--- src/rtl/rr_arbiter_mux_if.sv ---
// Handshake bundle between N_CH producer ports and one consumer, as seen by the arbiter mux.
// Latency: none, wires only.
// Backpressure: in_ready toward producers, out_ready from the consumer.
interface rr_arbiter_mux_if #(
    parameter int N_CH   = 5,
    parameter int DATA_W = 16,
    parameter int ID_W   = $clog2(N_CH)
);
    logic [N_CH-1:0]        in_valid;
    logic [N_CH*DATA_W-1:0] in_data;
    logic [N_CH-1:0]        in_last;
    logic [N_CH-1:0]        in_ready;
    logic                   out_valid;
    logic [DATA_W-1:0]      out_data;
    logic                   out_last;
    logic [ID_W-1:0]        out_id;
    logic                   out_ready;
    logic                   locked;

    // Producers and consumer together drive the master side.
    modport master (
        output in_valid, in_data, in_last, out_ready,
        input  in_ready, out_valid, out_data, out_last, out_id, locked
    );

    modport slave (
        input  in_valid, in_data, in_last, out_ready,
        output in_ready, out_valid, out_data, out_last, out_id, locked
    );
endinterface

--- src/rtl/rr_arbiter_mux.sv ---
// Round-robin N_CH-way arbiter with data mux into one registered output beat, optional packet lock.
// Latency: 1 cycle from input accept to out_valid; 1 beat/cycle sustained.
// Backpressure: while a beat is held and out_ready=0 the output is frozen and in_ready is all zero.
module rr_arbiter_mux #(
    parameter int N_CH    = 5,
    parameter int DATA_W  = 16,
    parameter bit LOCK_EN = 1'b1,
    parameter int ID_W    = $clog2(N_CH)
) (
    input  logic           clk,
    input  logic           reset,
    rr_arbiter_mux_if.slave bus
);

    typedef enum logic {IDLE, LOCK} state_t;

    typedef struct packed {
        logic [DATA_W-1:0] data;
        logic              last;
        logic [ID_W-1:0]   id;
    } beat_t;

    state_t            state_q, state_d;
    logic [ID_W-1:0]   lock_id_q, lock_id_d;
    logic [ID_W-1:0]   ptr_q;
    beat_t             out_q;
    logic              out_valid_q;

    logic              load;
    logic              accept;
    logic              any_elig;
    logic [N_CH-1:0]   elig;
    logic [N_CH-1:0]   rot;
    logic [ID_W-1:0]   offset;
    logic [ID_W:0]     sum;
    logic [ID_W-1:0]   winner;
    logic [DATA_W-1:0] win_data;
    logic              win_last;

    assign load = !out_valid_q || bus.out_ready;

    // While locked only the owning channel may compete.
    always_comb begin
        elig = bus.in_valid;
        if (state_q == LOCK) begin
            elig = bus.in_valid & (N_CH'(1) << lock_id_q);
        end
    end

    assign any_elig = |elig;
    assign rot      = N_CH'({elig, elig} >> ptr_q);

    // rot[0] is the channel at ptr; lowest set bit is the winner's distance from ptr.
    always_comb begin
        offset = '0;
        for (int i = N_CH - 1; i >= 0; i--) begin
            if (rot[i]) begin
                offset = ID_W'(i);
            end
        end
        sum = {1'b0, ptr_q} + {1'b0, offset};
        if (sum >= (ID_W + 1)'(N_CH)) begin
            sum = sum - (ID_W + 1)'(N_CH);
        end
        winner = sum[ID_W-1:0];
    end

    always_comb begin
        win_data = '0;
        win_last = 1'b0;
        for (int i = 0; i < N_CH; i++) begin
            if (winner == ID_W'(i)) begin
                win_data = bus.in_data[i*DATA_W +: DATA_W];
                win_last = bus.in_last[i];
            end
        end
    end

    assign accept       = load && any_elig;
    assign bus.in_ready = accept ? (N_CH'(1) << winner) : '0;

    always_ff @(posedge clk or posedge reset) begin
        if (reset) begin
            out_valid_q <= 1'b0;
            out_q       <= '0;
            ptr_q       <= '0;
        end else if (accept) begin
            out_valid_q <= 1'b1;
            out_q       <= '{data: win_data, last: win_last, id: winner};
            ptr_q       <= (winner == ID_W'(N_CH - 1)) ? '0 : winner + ID_W'(1);
        end else if (bus.out_ready) begin
            out_valid_q <= 1'b0;
        end
    end

    always_ff @(posedge clk or posedge reset) begin
        if (reset) begin
            state_q   <= IDLE;
            lock_id_q <= '0;
        end else begin
            state_q   <= state_d;
            lock_id_q <= lock_id_d;
        end
    end

    // A packet opens on a non-last beat and closes on the owner's last beat.
    always_comb begin
        state_d   = state_q;
        lock_id_d = lock_id_q;
        case (state_q)
            IDLE: begin
                if (LOCK_EN && accept && !win_last) begin
                    state_d   = LOCK;
                    lock_id_d = winner;
                end
            end
            LOCK: begin
                if (accept && win_last) begin
                    state_d = IDLE;
                end
            end
            default: state_d = IDLE;
        endcase
    end

    assign bus.out_valid = out_valid_q;
    assign bus.out_data  = out_q.data;
    assign bus.out_last  = out_q.last;
    assign bus.out_id    = out_q.id;
    assign bus.locked    = (state_q == LOCK);

endmodule

--- src/flat_wrapper.sv ---
// flat-port wrapper written by rule: the top's interface ports become plain ports
module rr_arbiter_mux_flat 
#(
    parameter int N_CH    = 5,
    parameter int DATA_W  = 16,
    parameter bit LOCK_EN = 1'b1,
    parameter int ID_W    = $clog2(N_CH)
)
  (clk, reset, bus_in_valid, bus_in_data, bus_in_last, bus_out_ready, bus_in_ready, bus_out_valid, bus_out_data, bus_out_last, bus_out_id, bus_locked);
  rr_arbiter_mux_if #(.N_CH(N_CH), .DATA_W(DATA_W), .ID_W(ID_W)) bus_i ();
  input  logic clk;
  input  logic reset;
  input wire logic [$bits(bus_i.in_valid)-1:0] bus_in_valid;
  input wire logic [$bits(bus_i.in_data)-1:0] bus_in_data;
  input wire logic [$bits(bus_i.in_last)-1:0] bus_in_last;
  input wire logic [$bits(bus_i.out_ready)-1:0] bus_out_ready;
  output wire logic [$bits(bus_i.in_ready)-1:0] bus_in_ready;
  output wire logic [$bits(bus_i.out_valid)-1:0] bus_out_valid;
  output wire logic [$bits(bus_i.out_data)-1:0] bus_out_data;
  output wire logic [$bits(bus_i.out_last)-1:0] bus_out_last;
  output wire logic [$bits(bus_i.out_id)-1:0] bus_out_id;
  output wire logic [$bits(bus_i.locked)-1:0] bus_locked;
  assign bus_i.in_valid = bus_in_valid;
  assign bus_i.in_data = bus_in_data;
  assign bus_i.in_last = bus_in_last;
  assign bus_i.out_ready = bus_out_ready;
  assign bus_in_ready = bus_i.in_ready;
  assign bus_out_valid = bus_i.out_valid;
  assign bus_out_data = bus_i.out_data;
  assign bus_out_last = bus_i.out_last;
  assign bus_out_id = bus_i.out_id;
  assign bus_locked = bus_i.locked;
  rr_arbiter_mux #(.N_CH(N_CH), .DATA_W(DATA_W), .LOCK_EN(LOCK_EN), .ID_W(ID_W)) u_core (.clk(clk), .reset(reset), .bus(bus_i));
endmodule
--- config.mk ---
export PLATFORM = sky130hd
export DESIGN_NAME = rr_arbiter_mux_flat
export DESIGN_NICKNAME = d
export VERILOG_FILES = /design/src/rtl/rr_arbiter_mux_if.sv /design/src/rtl/rr_arbiter_mux.sv /design/src/flat_wrapper.sv
export SDC_FILE = /design/constraint.sdc
export NUM_CORES = 1
export LEC_CHECK = 0
export CAP_MARGIN = 25
export CORE_ASPECT_RATIO = 2
export CORE_UTILIZATION = 43
export CTS_CLUSTER_SIZE = 40
export DETAILED_ROUTE_END_ITERATION = 10
export GPL_TIMING_DRIVEN = 0
export PLACE_DENSITY_LB_ADDON = 0.05
export SLEW_MARGIN = 20
export SYNTH_ARGS = -nofsm -noshare
export SYNTH_HDL_FRONTEND = slang
export SYNTH_SLANG_ARGS = --single-unit
--- constraint.sdc ---
create_clock -name clk -period 14.8 [get_ports clk]
set_input_delay 4.44 -clock clk [delete_from_list [all_inputs] [get_ports clk]]
set_output_delay 4.44 -clock clk [all_outputs]
set_load 0.005 [all_outputs]
==> flow_summary_export.csv <==
group,metric,value,unit
setup_path,reg2reg_depth,23,
synth,ys_seq_area_share,25.85,%
hold_path,min_to,"u_core.bus.out_data[12]$_DFFE_PP0P_",
global_routing,grt_max_degree,17,
final_layout,diodes,0,
final_layout,fillCellCount,528,
floorplanning,die_h,114.3,µm
job,cap_violations,0,
clock_network,clk_pin_slew,70,ps
timing,fin_crit,14420,ps
setup_path,rr_endpoint,"u_core.bus.out_data[12]$_DFFE_PP0P_",
placed_design,dp.cells,532,
timing,worst_pin_slew,674.9,ps
setup_path,cp_max_fo,10,
hold_path,min_path_cells,2,
final_layout,drive_gt1_share,6.000,%
drt,drc_errors,0,
floorplanning,num_rows,40,
drt,dr.pass1.iters,4,
drt,wirelength,9328,µm
synth,synth_cells,328,
setup_path,critPathArrivalTime,9980,ps
timing,fmaxAchievable,69.34,MHz
global_routing,antenna_found_initial,0,
floorplanning,core,6056,µm²
setup_path,crit_path_start_kind,"input pin",
drt,vias_per_cell,5.813,
placed_design,gp_congestion,0.8379,
timing,finalSetupTns,0,ps
synth,synth_enable_flop_cells,0,
floorplanning,die_w,58.14,µm
setup_path,crit_type,"input pin to output pin",
floorplanning,initial_utilization,44.75,%
synth,ys_seq_elements,28,
clock_network,post-cts-setup-buffers,0,
timing,slew_headroom,54.53,%
synth,netlist-cell-type-count,61,
timing,rsz0062_at_grt,"no",
timing,period_share,97.44,%
timing,final_hold_viol_count,0,
timing,finalSetupViolCount,0,
global_routing,grt_use_total,29.19,%
timing,finClkSkew,3.225,ps
drt,drt_iter0_drc,127,
synth,synthArstFlopShare,100.0,%
drt,avgRoutedWirePerCell,17.47,µm
run_status,outcome,"finished clean",
final_layout,layout.nets,553,
synth,syn-num-nets,430,
placed_design,hpwl,7433,µm
clock_network,cts_tree,"done",
final_layout,final_cells,534,
placed_design,portBuffers,119,
drt,vias,3104,
clock_network,ctsHoldBuffers,0,
clock_network,cts_made_buffers,3,
synth,synth_area,2710,µm²
clock_network,cts_htree_levels,1,
clock_network,cts_root_buf,"clkbuf_16",
synth,yosysWarnings,0,
timing,whs,482.1,ps
final_layout,final_common_cell,"clkdlybuf4s50_1",
global_routing,grt_pass1_vias,3282,
setup_path,rr_startpoint,"u_core.bus.locked$_DFF_PP0_",
floorplanning,io_pins,120,
clock_network,clock_latency,270,ps
timing,report.final.slew_viol_count,0,
global_routing,grt_remaining_overflow,0,
hold_path,hold_start,"u_core.bus.out_data[12]$_DFFE_PP0P_",
final_layout,syn2layout_area_growth,52.59,%
global_routing,grt_pass1_wl,14940,µm
synth,syn_avg_cell_area,8.262,µm²
drt,ant_nets,0,
clock_network,clock_sinks,28,
final_layout,layout_common_cells,"clkdlybuf4s50_1, nand2_1, dfrtp_1",
hold_path,hold_class,"register to register",
setup_path,rrSetupSlack,7920,ps
clock_network,cts_buffer_depth,2,
synth,ys_dominant_reg_cell,"dfrtp_1",
setup_path,end_kind,"output pin",
clock_network,cts_resized,0,
setup_path,worstPathRequired,10360,ps
floorplanning,die_area,6643,µm²
per-stage QoR:
stage	cell area (µm²)	setup slack (ps)	util, %
2_1_floorplan	2710	1980	-
3_3_place_gp	4006	111.8	66.16
3_5_place_dp	4034	31.23	66.61
4_1_cts	4139	22.28	68.35
5_1_grt	4135	52.16	68.29
6_report	4135	379.1	68.29
sequential cells by signal, summed over array words and instances, names as in the netlist:
name,flops
u_core.bus.out_data,16
u_core.bus.out_id,3
u_core.lock_id_q,3
u_core.ptr_q,3
u_core.bus.locked,1
u_core.bus.out_last,1
u_core.bus.out_valid,1
cells by family (layout without fill, tap and decap cells):
group / Yosys count / after routing / share of synthesized area (%)
AOI/OAI and AO/OA: 115 / 115 / 33.38
xor gates and xnor gates: 3 / 3 / 1.801
DFF: 28 / 28 / 25.85
muxes: 15 / 15 / 6.694
adders and majority gates: 9 / 9 / 4.432
buffers and inverters: 39 / 161 / 5.863
and+or+nand+nor: 119 / 119 / 21.98
worst max path at each step:
| stage | to | slack, ps | cells past startpoint | start |
|---|---|---|---|---|
| 2_1_floorplan | bus_in_ready[3] | 1980 | 19 | bus_in_valid[3] |
| 3_3_place_gp | bus_in_ready[2] | 110 | 20 | bus_in_valid[1] |
| 3_5_place_dp | bus_in_ready[2] | 30 | 20 | bus_in_valid[1] |
| 4_1_cts | bus_in_ready[2] | 20 | 20 | bus_in_valid[1] |
| 5_1_grt | bus_in_ready[3] | 50 | 22 | bus_in_valid[4] |
| 6_report | bus_in_ready[3] | 380 | 22 | bus_in_valid[4] |
layer usage:
layer / vias to the layer above / part of all wire, % / track usage [%]
met2: 123 / 56 / 57.09
li1: 1486 / - / -
met3: 21 / 5.2 / 4.068
met1: 1474 / 35 / 29.03
met4: 0 / 3.3 / 12.54
met5: - / 0 / 0
synth_stat cells (all sizes together) (3+ instances only):
master / n / area share [%]
a21oi: 5 / 0.92
a22oi: 16 / 4.4
dfrtp: 28 / 26
or2b: 7 / 1.9
clkbuf: 18 / 2.5
nand2b: 12 / 2.8
ha: 8 / 3.7
mux2: 5 / 2.1
nand2: 45 / 6.2
inv: 12 / 1.7
nand3b: 3 / 0.83
a21o: 4 / 1.1
o21ai: 9 / 1.7
o311ai: 15 / 4.8
o211ai: 3 / 0.83
o31ai: 20 / 5.5
buf: 7 / 1.4
a211oi: 4 / 1.6
nor3b: 5 / 1.4
mux2i: 8 / 3.0
nand3: 4 / 0.74
nor2b: 3 / 0.69
nor3: 7 / 1.5
nor2: 24 / 3.3
a31oi: 18 / 4.2
final cells by class:
type	count	area, µm²	share of cell area (%)
buffer	23	100.1	2.421
multi-input combinational	261	1853	44.81
sequential	28	700.7	16.94
clock buffer	3	75.07	1.815
clock inverter	1	30.03	0.7262
inverter	14	52.55	1.271
timing repair buffer	120	1219	29.47
tap	84	105.1	2.542
critical path, cell delays in order:
cell and delay [ps]:
clkdlybuf4s50_1 560, nor4bb_1 310, a211o_1 200, o211a_1 180, o221ai_1 130, a31o_2 260, a31oi_1 190, ha_1 250
fa_1 490, inv_1 110, ha_1 130, buf_2 180, nand2b_1 110, a221oi_4 390, xnor2_1 260, inv_1 160
nor2_1 150, ha_2 360, clkbuf_1 400, inv_1 80, nor2_1 110, clkdlybuf4s50_1 520
Power is not shown: default switching activity piles up to over one toggle a cycle in this logic, so the estimate is an artifact.
==> edit 1, RTL diff (config.mk and constraints unchanged) <==
`LOCK_EN` is set to 1'b1 in 2 places; all go to 1'b0.
--- a/src/rtl/rr_arbiter_mux.sv
+++ b/src/rtl/rr_arbiter_mux.sv
@@ -5,5 +5,5 @@
     parameter int N_CH    = 5,
     parameter int DATA_W  = 16,
-    parameter bit LOCK_EN = 1'b1,
+    parameter bit LOCK_EN = 1'b0,
     parameter int ID_W    = $clog2(N_CH)
 ) (
--- a/src/flat_wrapper.sv
+++ b/src/flat_wrapper.sv
@@ -4,5 +4,5 @@
     parameter int N_CH    = 5,
     parameter int DATA_W  = 16,
-    parameter bit LOCK_EN = 1'b1,
+    parameter bit LOCK_EN = 1'b0,
     parameter int ID_W    = $clog2(N_CH)
 )
Check against the original RTL: not equivalent (a bounded check fails within 4 cycles, from zero or initial values and one cycle with reset high).
==> edit 1 against the unedited design <==
- setup slack improved by 180 ps
- critical path type unchanged
- fmax grew 1.3%
- critical endpoint is now bus_in_ready[1]
- highest routed layer unchanged
- sequential cell count fell by 3
- area after synthesis decreased by 15%
- wire length fell by 16%
- global-route usage fell by 0.30 points
- cell area shrank 12%
- cell count decreased by 12%
Power is not shown: default switching activity piles up to over one toggle a cycle in this logic, so the estimate is an artifact.
==> edit 1: results <==
[status]
status = finished clean

[detailed_routing]
drt-met1-wl_um = 2550
wl_per_cell_um = 16.7
top_layer = met4
drt_iter0_markers = 77
wl_met3_um = 361
routed_via_density = 5.72
dr_wl_met2_um = 4560
wl_um = 7870

[cells_and_area]
final_util_pct = 70.7
finalNetCount = 515
drive_above_1_share_pct = 5.34
largest_reg_flops = 16
final.fill_count = 441

[clock_tree]
cts_setup_buffers = 0
root_buffer = clkbuf_8
clk_pin_slew_worst_paths_ps = 90
insertion_delay_ps = 270

[placed_design]
routabilityCongestion = 0.864
dp_slack_ps = 424
post_dp_cell_area_mm2 = 0.00357
dp_hpwl_um = 6510

[logic_synthesis]
synthTopCellsByCount = nor2_1, inv_1, nand2_1, dfrtp_1, a211o_1
muxShareOfSynthArea_pct = 3.74
synth-compound-area-share_pct = 34.3
synth_fp_nets = 390
syn_inst = 288
yosys.area_share.adder_pct = 5.21
synth_area_leaders = dfrtp_1, a211o_1, a221oi_1
yosysUniqueCellTypes = 53
seq_area_frac_synth_pct = 27.1
synth_xor_area_share_pct = 1.47

[grt]
grt_max_degree = 26
grt_pass1_vias = 2697
grt_use_total_pct = 28.9
grt_use_met3_pct = 4.91
grt_util_met2_pct = 55.9
grt_pass1_wl_um = 12000
use_met1_pct = 25.6

[min_path]
hp-start = u_core.bus.out_id[1]$_DFFE_PP0P_
whs_endpoint = u_core.bus.out_id[1]$_DFFE_PP0P_

[critical_path]
rr_startpoint = u_core.ptr_q[0]$_DFFE_PP0P_
slowest_delay_ps = 530
rrSetupSlack_ps = 9110
arrival_ps = 9800

[sta]
skew_ps = 5.61
tightestPinTransition_ps = 604
holdWs_ps = 499
[edit 1: worst max path at each step]
stage | from | endpoint | slack, ps | depth (start not counted)
after floorplan | bus_in_valid[3] | bus_in_ready[1] | 2330 | 17
after global placement | bus_in_valid[3] | bus_in_ready[1] | 580 | 20
after detailed placement | bus_in_valid[4] | bus_in_ready[1] | 420 | 20
after CTS | bus_in_valid[0] | bus_in_ready[1] | 420 | 20
after global routing | bus_in_valid[3] | bus_in_ready[1] | 140 | 21
final | bus_in_valid[0] | bus_in_ready[1] | 560 | 20
[edit 1: final cells by class]
cell class                 count  share of cell area (%)
multi-input combinational    213                    40.3
timing repair buffer         120                    33.2
clock inverter                 1                   0.207
inverter                      27                    2.79
sequential                    25                    17.2
tap                           58                    2.00
buffer                        23                    3.17
clock buffer                   3                    1.14
[edit 1: critical path, delay by kind of cell]
family          cells  cell delay (ps)
compound gates      7             1490
fa+ha+maj           4             1260
buf+inv             7             2160
simple gates        2              430
==> edit 2, RTL diff (same settings) <==
Made on the original files. Reset style: synchronous (`reset`), changed in 2 clocked blocks.
--- a/src/rtl/rr_arbiter_mux.sv
+++ b/src/rtl/rr_arbiter_mux.sv
@@ -80,5 +80,5 @@
     assign bus.in_ready = accept ? (N_CH'(1) << winner) : '0;
 
-    always_ff @(posedge clk or posedge reset) begin
+    always_ff @(posedge clk) begin
         if (reset) begin
             out_valid_q <= 1'b0;
@@ -94,5 +94,5 @@
     end
 
-    always_ff @(posedge clk or posedge reset) begin
+    always_ff @(posedge clk) begin
         if (reset) begin
             state_q   <= IDLE;
Behaviour: differs if reset is asserted again (counterexample within 4 cycles, from zero or initial values and one cycle with reset high); with reset held inactive, the same outputs for 10 cycles.
==> edit 2 against the unedited design <==
- setup slack lost 21 ps
- wire length shrank 9.0%
- cell area shrank 8.5%
- fmax shrank 0.15%
- non-clock buffer count shrank 2
- area after synthesis shrank 9.5%
- sequential cell count is the same
- register-to-register slack gained 420 ps
- critical endpoint unchanged
- highest routed layer unchanged
==> edit 2: results <==
[status]
status = finished clean

[logic_synthesis]
synth_fp_nets = 408
syn-mean-instance-area_um2 = 8.01
synth_area_leaders = dfxtp_1, a221o_1, a21oi_1
seq_area_frac_synth_pct = 22.9

[min_path]
whs_endpoint = u_core.bus.out_id[0]$_SDFFE_PP0P_
hp-start = u_core.bus.out_id[0]$_SDFFE_PP0P_

[detailed_routing]
wl_um = 8490
routed_via_density = 5.90
wl_met3_um = 428
drt-met1-wl_um = 2700
dr_wl_met2_um = 4910

[sta]
tightestPinTransition_ps = 702
skew_ps = 2.62
holdWs_ps = 472
fin_ws_ps = 358

[cells_and_area]
final.fill_count = 494
stdcell_count = 487
finalNetCount = 530

[grt]
use_met1_pct = 24.5
grt_use_met3_pct = 4.39
grt_pass1_wl_um = 13600

[clock_tree]
root_buffer = clkbuf_8

[critical_path]
crit_start = bus_in_valid[3]
timing.rr.end = u_core.lock_id_q[2]$_SDFFE_PP0P_
worstRegToRegCells = 19

[placed_design]
dp_slack_ps = 109
routabilityCongestion = 0.880
[edit 2: cell count changes in the layout (fill, tap and decap cells not counted), moves of 16 or more]
cell and change:
o21ai_0 +16, a221o_1 +16, a31oi_1 -17, dfrtp_1 -28, dfxtp_1 +28, o31ai_1 -19, a22oi_1 -16, a21oi_1 +24
[edit 2: layout make-up]
| class | count | area, µm² | share of cell area (%) |
|---|---|---|---|
| clock buffer | 3 | 41.3 | 1.09 |
| buffer | 23 | 97.6 | 2.58 |
| timing repair buffer | 118 | 1180 | 31.2 |
| tap | 60 | 75.1 | 1.98 |
| sequential | 28 | 561 | 14.8 |
| inverter | 11 | 41.3 | 1.09 |
| multi-input combinational | 243 | 1760 | 46.4 |
| clock inverter | 1 | 30.0 | 0.794 |
[edit 2: worst max-delay path, cell delays in order]
cell             delay (ps)
clkdlybuf4s50_1         450
o21ai_0                 240
mux2i_1                 190
mux4_2                  550
a21boi_0                200
o32ai_1                 100
ha_1                    230
fa_1                    570
inv_1                   100
ha_1                    210
nand2b_1                180
a221oi_2                530
xnor2_1                 300
inv_1                   150
nor2_1                  130
ha_1                    200
clkbuf_2                270
clkbuf_2                280
and2_1                  160
clkdlybuf4s50_1         510
[edit 2: kinds of logic (layout without fill, tap and decap cells)]
kind of cell / count (synthesis) / after routing / share of synthesized area, %
AO/OA/AOI/OAI: 110 / 110 / 33.5
XOR/XNOR: 3 / 3 / 2.45
adder cells (fa/ha/maj): 9 / 9 / 4.90
buffers and inverters: 35 / 156 / 5.66
flip-flops: 28 / 28 / 22.9
multiplexers: 11 / 11 / 7.45
AND/OR/NAND/NOR: 110 / 110 / 23.2
[edit 2: what timing repair did]
action                     in CTS  in global routing
gates resized for setup         0                  7
setup endpoints to repair       0                  3
buffers inserted                0                  0
